===== src/rtl/seg7_bcd_display_if.sv =====
// Bundle of the 7-segment display driver's control, status and segment signals.
`timescale 1ns/1ps
interface seg7_bcd_display_if #(
  parameter int IN_W       = 16,
  parameter int NUM_DIGITS = 5
);
  logic                    i_start;
  logic [IN_W-1:0]         i_value;
  logic                    i_blank_lz;
  logic                    i_blink_en;
  logic                    o_busy;
  logic                    o_done;
  logic                    o_overflow;
  logic [7*NUM_DIGITS-1:0] o_seg;

  modport master (
    output i_start, i_value, i_blank_lz, i_blink_en,
    input  o_busy, o_done, o_overflow, o_seg
  );

  modport slave (
    input  i_start, i_value, i_blank_lz, i_blink_en,
    output o_busy, o_done, o_overflow, o_seg
  );
endinterface


===== src/rtl/seg7_bcd_display.sv =====
// Multi-digit active-low 7-segment driver: sequential double-dabble binary-to-BCD,
// leading-zero blanking, overflow dashes and a whole-display blink mask.
`timescale 1ns/1ps
module seg7_bcd_display #(
  parameter int IN_W       = 16,
  parameter int NUM_DIGITS = 5,
  parameter int BLINK_DIV  = 6000000
) (
  input  logic                 i_clk,
  input  logic                 i_rst,
  seg7_bcd_display_if.slave    bus
);

  localparam int CW     = $clog2(IN_W + 1);
  localparam int BW     = (BLINK_DIV > 1) ? $clog2(BLINK_DIV) : 1;
  localparam int BCD_W  = 4 * (NUM_DIGITS + 1);
  localparam int SEG_W  = 7 * NUM_DIGITS;

  typedef enum logic [1:0] {
    S_IDLE,
    S_SHIFT,
    S_LATCH
  } state_t;

  state_t            state_q, state_d;
  logic [IN_W-1:0]   bin_q, bin_d;
  logic [BCD_W-1:0]  bcd_q, bcd_d;
  logic [CW-1:0]     cnt_q, cnt_d;
  logic [SEG_W-1:0]  seg_q, seg_d;
  logic              ovf_q, ovf_d;
  logic              done_q, done_d;
  logic [BW-1:0]     blink_cnt_q;
  logic              blink_off_q;

  logic [BCD_W-1:0]  bcd_adj;
  logic [SEG_W-1:0]  image;
  logic              ovf_now;

  function automatic logic [6:0] seg7_code(input logic [3:0] n);
    logic [6:0] c;
    c = 7'h7f;
    case (n)
      4'd0: c = 7'h40;
      4'd1: c = 7'h79;
      4'd2: c = 7'h24;
      4'd3: c = 7'h30;
      4'd4: c = 7'h19;
      4'd5: c = 7'h12;
      4'd6: c = 7'h02;
      4'd7: c = 7'h78;
      4'd8: c = 7'h00;
      4'd9: c = 7'h10;
      default: c = 7'h7f;
    endcase
    return c;
  endfunction

  // Add-3 correction applied to every nibble before the shift.
  generate
    for (genvar gi = 0; gi < NUM_DIGITS + 1; gi++) begin : g_adj
      assign bcd_adj[4*gi +: 4] = (bcd_q[4*gi +: 4] >= 4'd5) ?
                                  bcd_q[4*gi +: 4] + 4'd3 : bcd_q[4*gi +: 4];
    end
  endgenerate

  assign ovf_now = |bcd_q[BCD_W-1 -: 4];

  // A digit is blanked only when it and every more significant digit are zero.
  generate
    for (genvar gi = 0; gi < NUM_DIGITS; gi++) begin : g_img
      logic nz_above;
      logic blank_dig;
      assign nz_above  = |bcd_q[4*NUM_DIGITS-1 : 4*gi];
      assign blank_dig = bus.i_blank_lz && (gi != 0) && !nz_above;
      assign image[7*gi +: 7] = ovf_now   ? 7'h3f :
                                blank_dig ? 7'h7f :
                                seg7_code(bcd_q[4*gi +: 4]);
    end
  endgenerate

  always_comb begin
    state_d = state_q;
    bin_d   = bin_q;
    bcd_d   = bcd_q;
    cnt_d   = cnt_q;
    seg_d   = seg_q;
    ovf_d   = ovf_q;
    done_d  = 1'b0;
    case (state_q)
      S_IDLE: begin
        if (bus.i_start) begin
          bin_d   = bus.i_value;
          bcd_d   = '0;
          cnt_d   = '0;
          state_d = S_SHIFT;
        end
      end
      S_SHIFT: begin
        bcd_d = {bcd_adj[BCD_W-2:0], bin_q[IN_W-1]};
        bin_d = bin_q << 1;
        cnt_d = cnt_q + 1'b1;
        if (cnt_q == CW'(IN_W - 1)) begin
          state_d = S_LATCH;
        end
      end
      S_LATCH: begin
        seg_d   = image;
        ovf_d   = ovf_now;
        done_d  = 1'b1;
        state_d = S_IDLE;
      end
      default: state_d = S_IDLE;
    endcase
  end

  always_ff @(posedge i_clk or posedge i_rst) begin
    if (i_rst) begin
      state_q <= S_IDLE;
      bin_q   <= '0;
      bcd_q   <= '0;
      cnt_q   <= '0;
      seg_q   <= '1;
      ovf_q   <= 1'b0;
      done_q  <= 1'b0;
    end else begin
      state_q <= state_d;
      bin_q   <= bin_d;
      bcd_q   <= bcd_d;
      cnt_q   <= cnt_d;
      seg_q   <= seg_d;
      ovf_q   <= ovf_d;
      done_q  <= done_d;
    end
  end

  // Blink timebase runs continuously so enabling blink never restarts the phase.
  always_ff @(posedge i_clk or posedge i_rst) begin
    if (i_rst) begin
      blink_cnt_q <= '0;
      blink_off_q <= 1'b0;
    end else if (blink_cnt_q == BW'(BLINK_DIV - 1)) begin
      blink_cnt_q <= '0;
      blink_off_q <= ~blink_off_q;
    end else begin
      blink_cnt_q <= blink_cnt_q + 1'b1;
    end
  end

  assign bus.o_seg      = (bus.i_blink_en && blink_off_q) ? '1 : seg_q;
  assign bus.o_busy     = (state_q != S_IDLE);
  assign bus.o_done     = done_q;
  assign bus.o_overflow = ovf_q;

endmodule

===== src/flat_wrapper.sv =====
// flat-port wrapper written by rule: the top's interface ports become plain ports
module seg7_bcd_display_flat 
#(
  parameter int IN_W       = 16,
  parameter int NUM_DIGITS = 5,
  parameter int BLINK_DIV  = 6000000
)
  (i_clk, i_rst, bus_i_start, bus_i_value, bus_i_blank_lz, bus_i_blink_en, bus_o_busy, bus_o_done, bus_o_overflow, bus_o_seg);
  seg7_bcd_display_if #(.IN_W(IN_W), .NUM_DIGITS(NUM_DIGITS)) bus_i ();
  input  logic i_clk;
  input  logic i_rst;
  input wire logic [$bits(bus_i.i_start)-1:0] bus_i_start;
  input wire logic [$bits(bus_i.i_value)-1:0] bus_i_value;
  input wire logic [$bits(bus_i.i_blank_lz)-1:0] bus_i_blank_lz;
  input wire logic [$bits(bus_i.i_blink_en)-1:0] bus_i_blink_en;
  output wire logic [$bits(bus_i.o_busy)-1:0] bus_o_busy;
  output wire logic [$bits(bus_i.o_done)-1:0] bus_o_done;
  output wire logic [$bits(bus_i.o_overflow)-1:0] bus_o_overflow;
  output wire logic [$bits(bus_i.o_seg)-1:0] bus_o_seg;
  assign bus_i.i_start = bus_i_start;
  assign bus_i.i_value = bus_i_value;
  assign bus_i.i_blank_lz = bus_i_blank_lz;
  assign bus_i.i_blink_en = bus_i_blink_en;
  assign bus_o_busy = bus_i.o_busy;
  assign bus_o_done = bus_i.o_done;
  assign bus_o_overflow = bus_i.o_overflow;
  assign bus_o_seg = bus_i.o_seg;
  seg7_bcd_display #(.IN_W(IN_W), .NUM_DIGITS(NUM_DIGITS), .BLINK_DIV(BLINK_DIV)) u_core (.i_clk(i_clk), .i_rst(i_rst), .bus(bus_i));
endmodule

===== config.mk =====
export PLATFORM = sky130hd
export DESIGN_NAME = seg7_bcd_display_flat
export DESIGN_NICKNAME = d
export VERILOG_FILES = /design/src/rtl/seg7_bcd_display_if.sv /design/src/rtl/seg7_bcd_display.sv /design/src/flat_wrapper.sv
export SDC_FILE = /design/constraint.sdc
export NUM_CORES = 1
export LEC_CHECK = 0
export ABC_AREA = 1
export CAP_MARGIN = 20
export CORE_ASPECT_RATIO = 0.7
export CORE_MARGIN = 8
export CORE_UTILIZATION = 55
export CTS_BUF_LIST = sky130_fd_sc_hd__clkbuf_16
export CTS_CLUSTER_SIZE = 20
export DETAILED_ROUTE_END_ITERATION = 12
export GPL_TIMING_DRIVEN = 0
export PLACE_DENSITY = 0.77
export SLEW_MARGIN = 10
export SYNTH_ARGS = -nofsm -noshare
export SYNTH_HDL_FRONTEND = slang
export SYNTH_SLANG_ARGS = --single-unit

===== constraint.sdc =====
create_clock -name i_clk -period 5 [get_ports i_clk]
set_input_delay 1 -clock i_clk [delete_from_list [all_inputs] [get_ports i_clk]]
set_output_delay 1 -clock i_clk [all_outputs]
set_load 0.02 [all_outputs]

# == Word-level counts from Yosys, hierarchy flattened ==
# Memories as Yosys holds them, arrays and structs flattened.
# Cells that the tools add are included.
# totals
ff_bits,108
latch_bits,0
ramBits,0
mem_bits_ro,560
inputBits,21
out_inout_bits,38
word_cells,81
memories,5
# mem_list
name,depth,word_bits,read_ports,rd_clocked_by_memory_dff,write_ports,line_no,source
(no name shown),16,7,1,0,0,seg7_bcd_display.sv:42,case (n)
(no name shown),16,7,1,0,0,seg7_bcd_display.sv:42,
(no name shown),16,7,1,0,0,seg7_bcd_display.sv:42,
(no name shown),16,7,1,0,0,seg7_bcd_display.sv:42,
(no name shown),16,7,1,0,0,seg7_bcd_display.sv:42,
# classes
addsub,8
mul,0
div_mod_pow,0
order_cmp,6
n_eq_ne,6
shifts,0
n_mux,27
bitwise,1
reduce_logical,19
# ops
cell,n
7-bit two-way mux,9
24-bit case mux with 2 select lines,1
35-bit two-way mux,1
16-bit case mux with 2 select lines,1
"4-bit by 3-bit greater-or-equal comparator with 1-bit output, second input constant",6
24-bit two-way mux,1
"23-bit by 1-bit adder with 23-bit output, second input constant",1
"23-bit == test, second input constant",1
23-bit two-way mux,1
"4-bit by 2-bit adder with 4-bit output, second input constant",5
4-bit two-way mux,5
16-bit two-way mux,1
16-bit OR reduction,1
12-bit OR reduction,1
5-bit case mux with 2 select lines,1
4-bit OR reduction,2
8-bit OR reduction,1
"5-bit by 1-bit adder with 5-bit output, second input constant",1
"5-bit by 4-bit == test with 1-bit output, second input constant",1
1-bit logical AND,5
5-bit two-way mux,1
1-bit zero test,4
2-bit two-way mux,2
2-bit case mux with 2 select lines,1
11 further kinds,13

# == Logic depth before layout (Yosys ltp) ==
# Gate-level depths: netlist of the first run.
# logic_depth
depth_word,5
depth_mapped,10

# == Worst setup path before layout of the first run ==
# Ideal clock, no wire load.
# synth_path
path_kind,input -> output
from,in bus_i_blink_en
to,out bus_o_seg[10]
t_arrival_ns,1.629
required_ns,4.000
path_slack_ns,2.371
stages,3
n_path_buf,1
cell_sequence,nand2_1 -> clkbuf_1 -> nand2_1
# synth_between
elab_chain_len,2
# synth_lines
element,line_no,source
from (decl),flat_wrapper.sv:15,input wire logic [$bits(bus_i.i_blink_en)-1:0] bus_i_blink_en;
1-bit logical AND,seg7_bcd_display.sv:149,assign bus.o_seg = (bus.i_blink_en && blink_off_q) ? '1 : seg_q;
35-bit two-way mux,seg7_bcd_display.sv:149,
to (decl),flat_wrapper.sv:19,output wire logic [$bits(bus_i.o_seg)-1:0] bus_o_seg;
# No other way between the ends.

# == Worst setup path in the final report of the first run ==
# layout_path
from,in bus_i_blink_en
to,out bus_o_seg[17]
# Same word-level chain as after synthesis.

==> results_dict.tcl, run 1 <==
set metrics [dict create \
    status "finished clean" \
    setup_viol 0 \
    drc 0 \
    antenna_found_initial 0 \
    synth_most_common_cell "nand2_1" \
    synth_compound_area_frac 0.114 \
    fp.dieH_um 107 \
    whs_ns 0.473 \
    ys_async_sr_fraction 1.00 \
    diodes 0 \
    layout-drive-gt1-share 0.138 \
    critPathKind "input pin to output pin" \
    synth-simple-area-share 0.279 \
    place_ws_ns 1.15 \
    setup_tns_ns 0 \
    cp.required_ns 4.00 \
    critical_path_arrival_ns 2.87 \
    ys_ff_latch 108 \
    cts_setup_buffers 0 \
    yosys.area_share.xor_xnor 0.0177 \
    synthCells 828 \
    cts.htree.levels 3 \
    grt_max_degree 58 \
    cp-start-kind "input pin" \
    initial_core_util 0.557 \
    worstMarginPinSlew_ns 0.600 \
    hpwl_um 11300 \
    period_needed_ns 3.87 \
    cts_buffers 9 \
    syn-num-nets 883 \
    synth_edf_count 0 \
    yosys.cell_types.count 43 \
    first_pass_iters 6 \
    ys.flop_type "dfrtp_1" \
    cts-root-buf "clkbuf_16" \
    slew_headroom 0.600 \
    yosysSeqAreaShare 0.426 \
    avgSynthCellArea_sq_um 7.78 \
    use_met1 0.302 \
    cap_violations 0 \
    cts_tree "built" \
    finClkSkew_ns 0.00705 \
    met2_usage 0.284 \
    routed_via_density 5.10 \
    die-area_sq_um 15500 \
    fin_area_sq_um 7550 \
    vias 5410 \
    synth_common_cells "nand2_1, inv_1, dfrtp_1, nor2_1, nand3_1" \
    p_leak_nw 3.62 \
    post_drt_wl_per_cell_um 14.4 \
    yosysWarnings 0 \
    fillCellCount 1035 \
    cts_resized 0 \
    first_iter_violations 435 \
    finalMaxSlewViolations 0 \
    clk_pin_slew_ns 0.07 \
    use_met3 0.0713 \
    grt_pass1_vias 5234 \
    rsz0062_at_grt "no" \
    rows 33 \
    coreArea_sq_um 11600 \
    setup_ws_ns 1.13 \
    min_period_over_period 0.774 \
    cp-end-kind "output pin" \
    dpl_cell_area_sq_um 7250 \
    synth_area_leader_cell "dfrtp_1" \
    grt_overflow 0 \
    cts_num_sinks 108 \
    hold_class "flip-flop to flip-flop" \
    finalHoldViolations 0 \
    ys_top_cells_by_area "dfrtp_1, dfstp_2, nand2_1, inv_1, ha_1" \
    fin_nets 953 \
    grt_util_all_layers 0.205 \
    area_growth_pct 17.1 \
    synth_top_family_by_area "simple AND/OR/NAND/NOR gates" \
    cts_hold_buffers 0 \
    synth_top_cell_area_share 0.284 \
    routed_wl_um 15200 \
    powerDensity_nw_per_um2 469 \
    synth_fa_ha_area_frac 0.0660 \
    path_max_fanout 10 \
    synthMuxAreaShare 0 \
    synth_area_sq_um 6440 \
    ioPinCount 59 \
    postRouteAntennaNets 0 \
    gp_congestion 0.904 \
    clockBufferDepth 2 \
    grt_busiest_layer "met1" \
    io_buffers 58 \
    ir_drop_mv 0.283 \
    clk_latency_ns 0.35 \
    fmax_ghz 0.258 \
    die_w_um 145 \
    grt_pass1_wl_um 26200 \
]
==> final cells by class <==
| cell class | count | area, sq um | area share |
|---|---|---|---|
| Inverter | 132 | 503 | 0.0667 |
| Multi-Input combinational cell | 570 | 3070 | 0.407 |
| Clock buffer | 9 | 225 | 0.0298 |
| Sequential cell | 108 | 2750 | 0.364 |
| Tap cell | 157 | 196 | 0.0260 |
| Buffer | 18 | 124 | 0.0164 |
| Timing Repair Buffer | 59 | 608 | 0.0806 |
| Clock inverter | 7 | 68.8 | 0.00912 |
==> path summary, 6_finish.rpt <==
path                                   from                    end  slack, ns  cells past startpoint
min in group asynchronous             i_rst  u_core.blink_cnt_q[0]       1.05                      2
max in group asynchronous             i_rst       u_core.seg_q[27]       3.23                      3
setup / recovery             bus_i_blink_en          bus_o_seg[17]       1.13                      5
hold reg to reg            u_core.seg_q[13]       u_core.seg_q[13]       0.47                      2
setup reg to reg           u_core.bcd_q[16]       u_core.seg_q[13]       3.22                      8
hold / removal             u_core.seg_q[13]       u_core.seg_q[13]       0.47                      2
==> sequential cells by signal (all words and copies together), names as in the netlist <==
signal,flops
u_core.seg_q,35
u_core.bus.o_done,1
u_core.state_q,2
u_core.blink_off_q,1
u_core.cnt_q,5
u_core.bus.o_overflow,1
u_core.bcd_q,24
u_core.blink_cnt_q,23
u_core.bin_q,16
==> layout by cell type, fill, tap and decap left out, types with 2 or more instances in the layout <==
master	n
a21oi_1	22
a22o_1	2
a22oi_1	8
a31oi_1	4
buf_2	6
buf_4	5
buf_6	4
clkbuf_1	3
clkbuf_16	9
clkdlybuf4s50_1	58
clkinv_1	3
clkinvlp_4	3
dfrtp_1	73
dfstp_2	35
ha_1	34
inv_1	120
inv_2	9
nand2_1	215
nand2_2	8
nand3_1	44
nand3_2	6
nand4_1	6
nor2_1	71
nor2_2	15
nor2_4	6
nor3_1	18
o211ai_1	9
o211ai_2	3
o21ai_0	40
o21ai_1	18
o22ai_1	11
o22ai_2	2
or2_2	4
xor2_1	13
==> stage by stage <==
step / power [mW] / util / std cells
final: 3.54 / 0.653 / 1060
after global routing: 3.84 / 0.653 / 1060
after CTS: 3.54 / 0.653 / 1060
after detailed placement: 2.81 / 0.627 / 1044
after global placement: 2.77 / 0.624 / 1043
after floorplan: 2.42 / - / 828
==> kinds of logic after synthesis <==
kind of cell / Yosys count
fa+ha+maj: 34
simple gates: 400
compound gates: 123
buf+inv: 150
flops: 108
xor+xnor: 13
==> routing by layer <==
layer	share of wire	wire, um	vias up
li1	-	-	2778
met1	0.50	7670	2429
met2	0.40	6090	193
met3	0.091	1390	10
met4	0.0060	92	0
met5	0	0	-
==> report_power, final <==
group          total, mW  switching (mW)  internal [mW]
Sequential          1.24           0.180           1.06
Combinational       1.59           0.996          0.593
Clock              0.707           0.322          0.386
Total               3.54            1.50           2.04
==> critical path, stage by stage <==
cell	delay, ns
clkdlybuf4s50_1	0.40
nand2_1	0.20
clkbuf_1	0.50
nand2_1	0.19
clkdlybuf4s50_1	0.59
(Power assumes the default switching activity.)
==> run 2, diff against run 1 <==
==> constraint.sdc (replaced) <==
create_clock -name i_clk -period 4.01 [get_ports i_clk]
set_input_delay 0.802 -clock i_clk [delete_from_list [all_inputs] [get_ports i_clk]]
set_output_delay 0.802 -clock i_clk [all_outputs]
set_load 0.02 [all_outputs]
==> results of run 2 <==
The final DEF is identical to that of run 1. Status: finished clean.
Main changes from that run: setup slack after placement 1.15 ns -> 0.556 ns; setup slack after layout 1.13 ns -> 0.534 ns; register-to-register setup slack 3.22 ns -> 2.23 ns; total power 3.54 mW -> 4.41 mW; worst IR drop on VDD 0.283 mV -> 0.352 mV
==> edit 1: new RTL, settings of run 1 <==
`BLINK_DIV` is set to 6000000 in 2 places; all go to 24000000.
--- a/src/rtl/seg7_bcd_display.sv
+++ b/src/rtl/seg7_bcd_display.sv
@@ -6,3 +6,3 @@
   parameter int NUM_DIGITS = 5,
-  parameter int BLINK_DIV  = 6000000
+  parameter int BLINK_DIV  = 24000000
 ) (
--- a/src/flat_wrapper.sv
+++ b/src/flat_wrapper.sv
@@ -5,3 +5,3 @@
   parameter int NUM_DIGITS = 5,
-  parameter int BLINK_DIV  = 6000000
+  parameter int BLINK_DIV  = 24000000
 )
Behaviour: no difference found for any inputs over 10 cycles, from zero or initial values and one cycle with i_rst high; that may be too few to reach the edited logic, so the function may still have changed.
==> edit 1 against run 1 <==
Core utilization hardly changed. Total power shrank 2.2%. Hold slack better by 0.0016 ns. Setup slack worse by 0.0098 ns. Routed wire length up 0.18%. Global-route usage is 0.46 points lower. Sequential cell count rose by 2. Synthesized area shrank 0.50%. Synthesized cell count grew 2.8%. Final cell count increased by 2.2%. Cell area shrank 0.36%. Largest power group unchanged. Highest routed layer unchanged.
==> edit 1: results (changes against run 1) <==
stage	metric	value	unit	change
logic_synthesis	synth.area.top_cells	dfrtp_1 29%, dfstp_2 14%, nand2_1 13%		
route	drtPass1Iterations	5		-1
finish	n_antenna_cell	0		unchanged
logic_synthesis	ys_types	38		-12%
logic_synthesis	synthArstFlopShare	100	%	unchanged
route	drt_iter0_drc	352		-19%
timing	fin_worst_skew	0.00815	ns	+0.00110 ns
finish	final_nets	976		+2.4%
worst_setup_path	critPathLaunch	bus_i_blink_en		
worst_setup_path	slowest_delay	0.58	ns	
run_status	outcome	finished, final reports clean		
worst_setup_path	arrival	2.88	ns	about the same
power_and_ir_drop	leakage	3.68	nW	+1.6%
clocking	cts-htree-levels	3		unchanged
logic_synthesis	synth_commonest_cells	228 x nand2_1, 117 x inv_1, 105 x nor2_1		
logic_synthesis	ys_warn_count	0		unchanged
global_route	grt_pass1_wl	25.8	mm	-1.3%
clocking	clk_pin_slew_worst_paths	0.07	ns	about the same
worst_setup_path	regToRegStartpoint	u_core.bcd_q[20]$_DFFE_PP0P_		
global_route	grt_max_degree	82		+41%
worst_hold_path	min_path_type	reg -> reg		
timing	finalSetupViolations	0		unchanged
place	hpwl	11.5	mm	+2.2%
global_route	grt_pass1_vias	5227		-0.13%
clocking	cts_setup_buffers	0		unchanged
power_and_ir_drop	pwr-share-clk	21.0	%	+1.0 points
worst_setup_path	r2r_cells	8		unchanged
power_and_ir_drop	ir_drop	0.000284	V	+0.58%
route	wirelength	15.3	mm	+0.18%
clocking	cts_buffers	9		unchanged
global_route	antenna_found_initial	0		unchanged
logic_synthesis	syn-num-nets	906		+2.6%
clocking	cts_root_buffer	clkbuf_16		
clocking	clock_path_buffers	2		unchanged
clocking	ctsResizeCount	0		unchanged
clocking	clk_latency	0.34	ns	
place	numPortBuffers	58		unchanged
worst_setup_path	slowest_stage	clkdlybuf4s50_1		
finish	reg_top3	u_core.seg_q x35, u_core.blink_cnt_q x25, u_core.bcd_q x24		
timing	relSlewSlack	61.0	%	+1.1 points
worst_setup_path	worstPathMaxFanout	10		unchanged
logic_synthesis	ys.flop_type	dfrtp_1		
logic_synthesis	ys_seq_area_share	43.6	%	+1.0 points
finish	nFillCells	992		-4.2%
power_and_ir_drop	p_total	3.46	mW	-2.2%
global_route	grt_util_all_layers	20.1	%	-0.46 points
route	drtAntennaViolNets	0		unchanged
worst_setup_path	crit_path_end	bus_o_seg[22]		
place	gp_congestion	0.926		+2.4%
worst_setup_path	r2r-end	u_core.seg_q[16]$_DFFE_PP1P_		
route	via_per_inst	5.16		+1.0%
place	place_area	0.00722	mm²	-0.45%
power_and_ir_drop	pg_comb	1.49	mW	-6%
power_and_ir_drop	p_int	2.01	mW	-1.7%
worst_setup_path	reg2reg_slack	3.13	ns	-0.09 ns
finish	drive_gt1_share	10.0	%	-3.8 points
worst_setup_path	crit_family	buffers and inverters		
edit 1: changes by cell type in the layout (fill, tap and decap cells not counted), sizes merged, moves of 3 or more:
cell and change:
o211ai -6, inv -5, nand3 +3, nand2 +11
o22ai -4, nand4 -3, a31oi -3, clkbuf +3
nor2 +23, nor3 -7, a21oi +8
edit 1: how the worst min path moves through the flow:
| stage | startpoint | endpoint | slack (ns) | cells past startpoint |
|---|---|---|---|---|
| 3_3_place_gp | u_core.seg_q[23]$_DFFE_PP1P_ | u_core.seg_q[23]$_DFFE_PP1P_ | 0.46 | 2 |
| 2_1_floorplan | u_core.seg_q[13]$_DFFE_PP1P_ | u_core.seg_q[13]$_DFFE_PP1P_ | 0.45 | 2 |
| 6_report | u_core.seg_q[23]$_DFFE_PP1P_ | u_core.seg_q[23]$_DFFE_PP1P_ | 0.47 | 2 |
| 4_1_cts | u_core.seg_q[23]$_DFFE_PP1P_ | u_core.seg_q[23]$_DFFE_PP1P_ | 0.47 | 2 |
| 5_1_grt | u_core.seg_q[23]$_DFFE_PP1P_ | u_core.seg_q[23]$_DFFE_PP1P_ | 0.50 | 2 |
| 3_5_place_dp | u_core.seg_q[23]$_DFFE_PP1P_ | u_core.seg_q[23]$_DFFE_PP1P_ | 0.46 | 2 |
edit 1: cells by family (layout without fill, tap and decap cells):
| group | count (synthesis) | count (layout) | share of synthesized area (%) |
|---|---|---|---|
| buffers and inverters | 143 | 218 | 8.82 |
| flip-flops | 110 | 110 | 43.6 |
| adder cells (fa/ha/maj) | 34 | 34 | 6.64 |
| AO/OA/AOI/OAI | 121 | 121 | 10.5 |
| XOR/XNOR | 15 | 15 | 2.05 |
| AND/OR/NAND/NOR | 428 | 428 | 28.3 |
edit 1: routing by layer:
metal / vias up / GRT usage, % / wire length [µm]
li1: 2822 / - / -
met1: 2588 / 29.9 / 7850
met2: 168 / 30.2 / 6440
met3: 7 / 3.82 / 922
met4: 0 / 3.22 / 61
met5: - / 0 / 0
edit 1: per-stage QoR:
step           setup WS [ns]  hold slack (ns)  std cells
2_1_floorplan           1.16            0.448        851
3_3_place_gp          -0.480            0.462       1066
4_1_cts                 1.10            0.474       1083
5_1_grt                 1.03            0.500       1083
6_report                1.12            0.475       1083
3_5_place_dp            1.10            0.463       1067
edit 1: layout make-up:
class / count / area [µm²] / area share, %
inverter: 124 / 470 / 6.26
timing repair buffer: 59 / 608 / 8.09
buffer: 19 / 100 / 1.33
clock inverter: 7 / 73.8 / 0.982
clock buffer: 9 / 225 / 3.00
tap: 157 / 196 / 2.61
multi-input combinational: 598 / 3050 / 40.5
sequential: 110 / 2800 / 37.2
edit 1: worst min-delay path, cell delays in order (launching register included):
cell and delay, ns:
dfstp_2 0.36, inv_1 0.06, a21oi_1 0.06
==> edit 2: new RTL, settings of run 1 <==
Made on the original files. Register the output `bus.o_seg`, without a reset; this adds one clock of latency there.
--- a/src/rtl/seg7_bcd_display.sv
+++ b/src/rtl/seg7_bcd_display.sv
@@ -148,3 +148,5 @@
 
-  assign bus.o_seg      = (bus.i_blink_en && blink_off_q) ? '1 : seg_q;
+  always_ff @(posedge i_clk) begin
+    bus.o_seg <= (bus.i_blink_en && blink_off_q) ? '1 : seg_q;
+  end
   assign bus.o_busy     = (state_q != S_IDLE);
Function: no difference found for any inputs over 10 cycles, from zero or initial values and one cycle with i_rst high; that may be too few to reach the edited logic, so the function may still have changed.
==> edit 2 against run 1 <==
Routed wire length is 8.8% higher. Largest cell class is now sequential cells. Sequential cell count is 35 higher. Critical path depth is 2 lower. Highest routed layer unchanged. Synthesized area is 10% higher. Cell area is 13% higher. Clock power is 82% higher. Setup slack better by 1.2 ns. Total power is 30% higher. Clock skew is 0.00076 ns higher. Critical endpoint is now bus_o_busy.
==> edit 2: results (changes against run 1) <==
stage	metric	value	unit	change
timing	fin_worst_skew	0.00780	ns	+0.000755 ns
finish	final_nets	1016		+6.6%
logic_synthesis	synthAdderAreaFrac	5.98	%	-0.63 points
route	drt_iter0_drc	418		-3.9%
clocking	cts_sinks	143		+32%
global_route	grt_pass1_wl	27.8	mm	+6.1%
worst_setup_path	regToRegStartpoint	u_core.bcd_q[20]$_DFFE_PP0P_		
route	wl_met2	6.93	mm	+14%
route	route.layer.met1.wl	8.28	mm	+7.9%
power_and_ir_drop	p_seq	1.58	mW	+27%
finish	seq-cell-share	40.4	%	+4.0 points
finish	buffers_excl_clock	85		+10%
logic_synthesis	synth_commonest_cells	186 x nand2_1, 122 x inv_1, 115 x nor2_1		
global_route	grt_util_all_layers	19.8	%	-0.71 points
route	drtPass1Iterations	5		-1
power_and_ir_drop	p_clk	1.29	mW	+82%
finish	multi_input_area	0.00300	mm²	-2.4%
place	place_area	0.00793	mm²	+9.4%
floorplanning	core_area	0.0125	mm²	+8.2%
timing	relSlewSlack	60.4	%	+0.42 points
finish	buffer_area_share	8.97	%	-0.73 points
finish	multi_input_cells	578		+1.4%
logic_synthesis	ys_types	40		-7.0%
clocking	cts_buffers	17		+8
global_route	grt_pass1_vias	5675		+8.4%
route	avgRoutedWirePerCell	14.6	µm	+1.5%
finish	clkbuf_count	19		+10
global_route	globalRouteMet2Util	28.5	%	+0.076 points
logic_synthesis	synth.area.top_cells	dfrtp_1 26%, dfstp_2 13%, dfxtp_1 9.8%		
route	route.met3.wl	1.20	mm	-14%
logic_synthesis	synth-compound-area-share	12.1	%	+0.66 points
clocking	clk_latency	0.42	ns	+0.07 ns
finish	drive_gt1_share	14.2	%	+0.33 points
global_route	use_met1	28.5	%	-1.8 points
worst_setup_path	r2r-end	u_core.seg_q[29]$_DFFE_PP1P_		
place	pre_cts_slack	2.62	ns	+1.47 ns
place	gp_congestion	0.911		+0.76%
place	dp.cells	1104		+5.7%
global_route	use_met3	5.16	%	-2.0 points
logic_synthesis	synthArstFlopShare	75.5	%	-24 points
worst_setup_path	worstPathMaxFanout	4		-6
finish	inv_count	136		+3.0%
finish	clock_cell_area_share	7.07	%	+3.2 points
finish	design_area	0.00854	mm²	+13%
run_status	outcome	finished, final reports clean		
logic_synthesis	syn_inst	883		+6.6%
-- edit 2: how the worst min path moves through the flow --
stage                                startpoint                          end  slack, ns  depth (start not counted)
global placement    u_core.bin_q[0]$_DFFE_PP0P_  u_core.bin_q[0]$_DFFE_PP0P_       0.46                          2
finish              u_core.bin_q[0]$_DFFE_PP0P_  u_core.bin_q[0]$_DFFE_PP0P_       0.48                          2
floorplan           u_core.bin_q[0]$_DFFE_PP0P_  u_core.bin_q[0]$_DFFE_PP0P_       0.44                          2
CTS                 u_core.bin_q[0]$_DFFE_PP0P_  u_core.bin_q[0]$_DFFE_PP0P_       0.48                          2
global route        u_core.bin_q[0]$_DFFE_PP0P_  u_core.bin_q[0]$_DFFE_PP0P_       0.49                          2
detailed placement  u_core.bin_q[0]$_DFFE_PP0P_  u_core.bin_q[0]$_DFFE_PP0P_       0.46                          2
-- edit 2: worst max-delay path, cell delays in order (launching register included) --
cell             delay (ns)
dfrtp_1                0.42
nor2_2                 0.25
inv_1                  0.07
clkdlybuf4s50_1        0.54
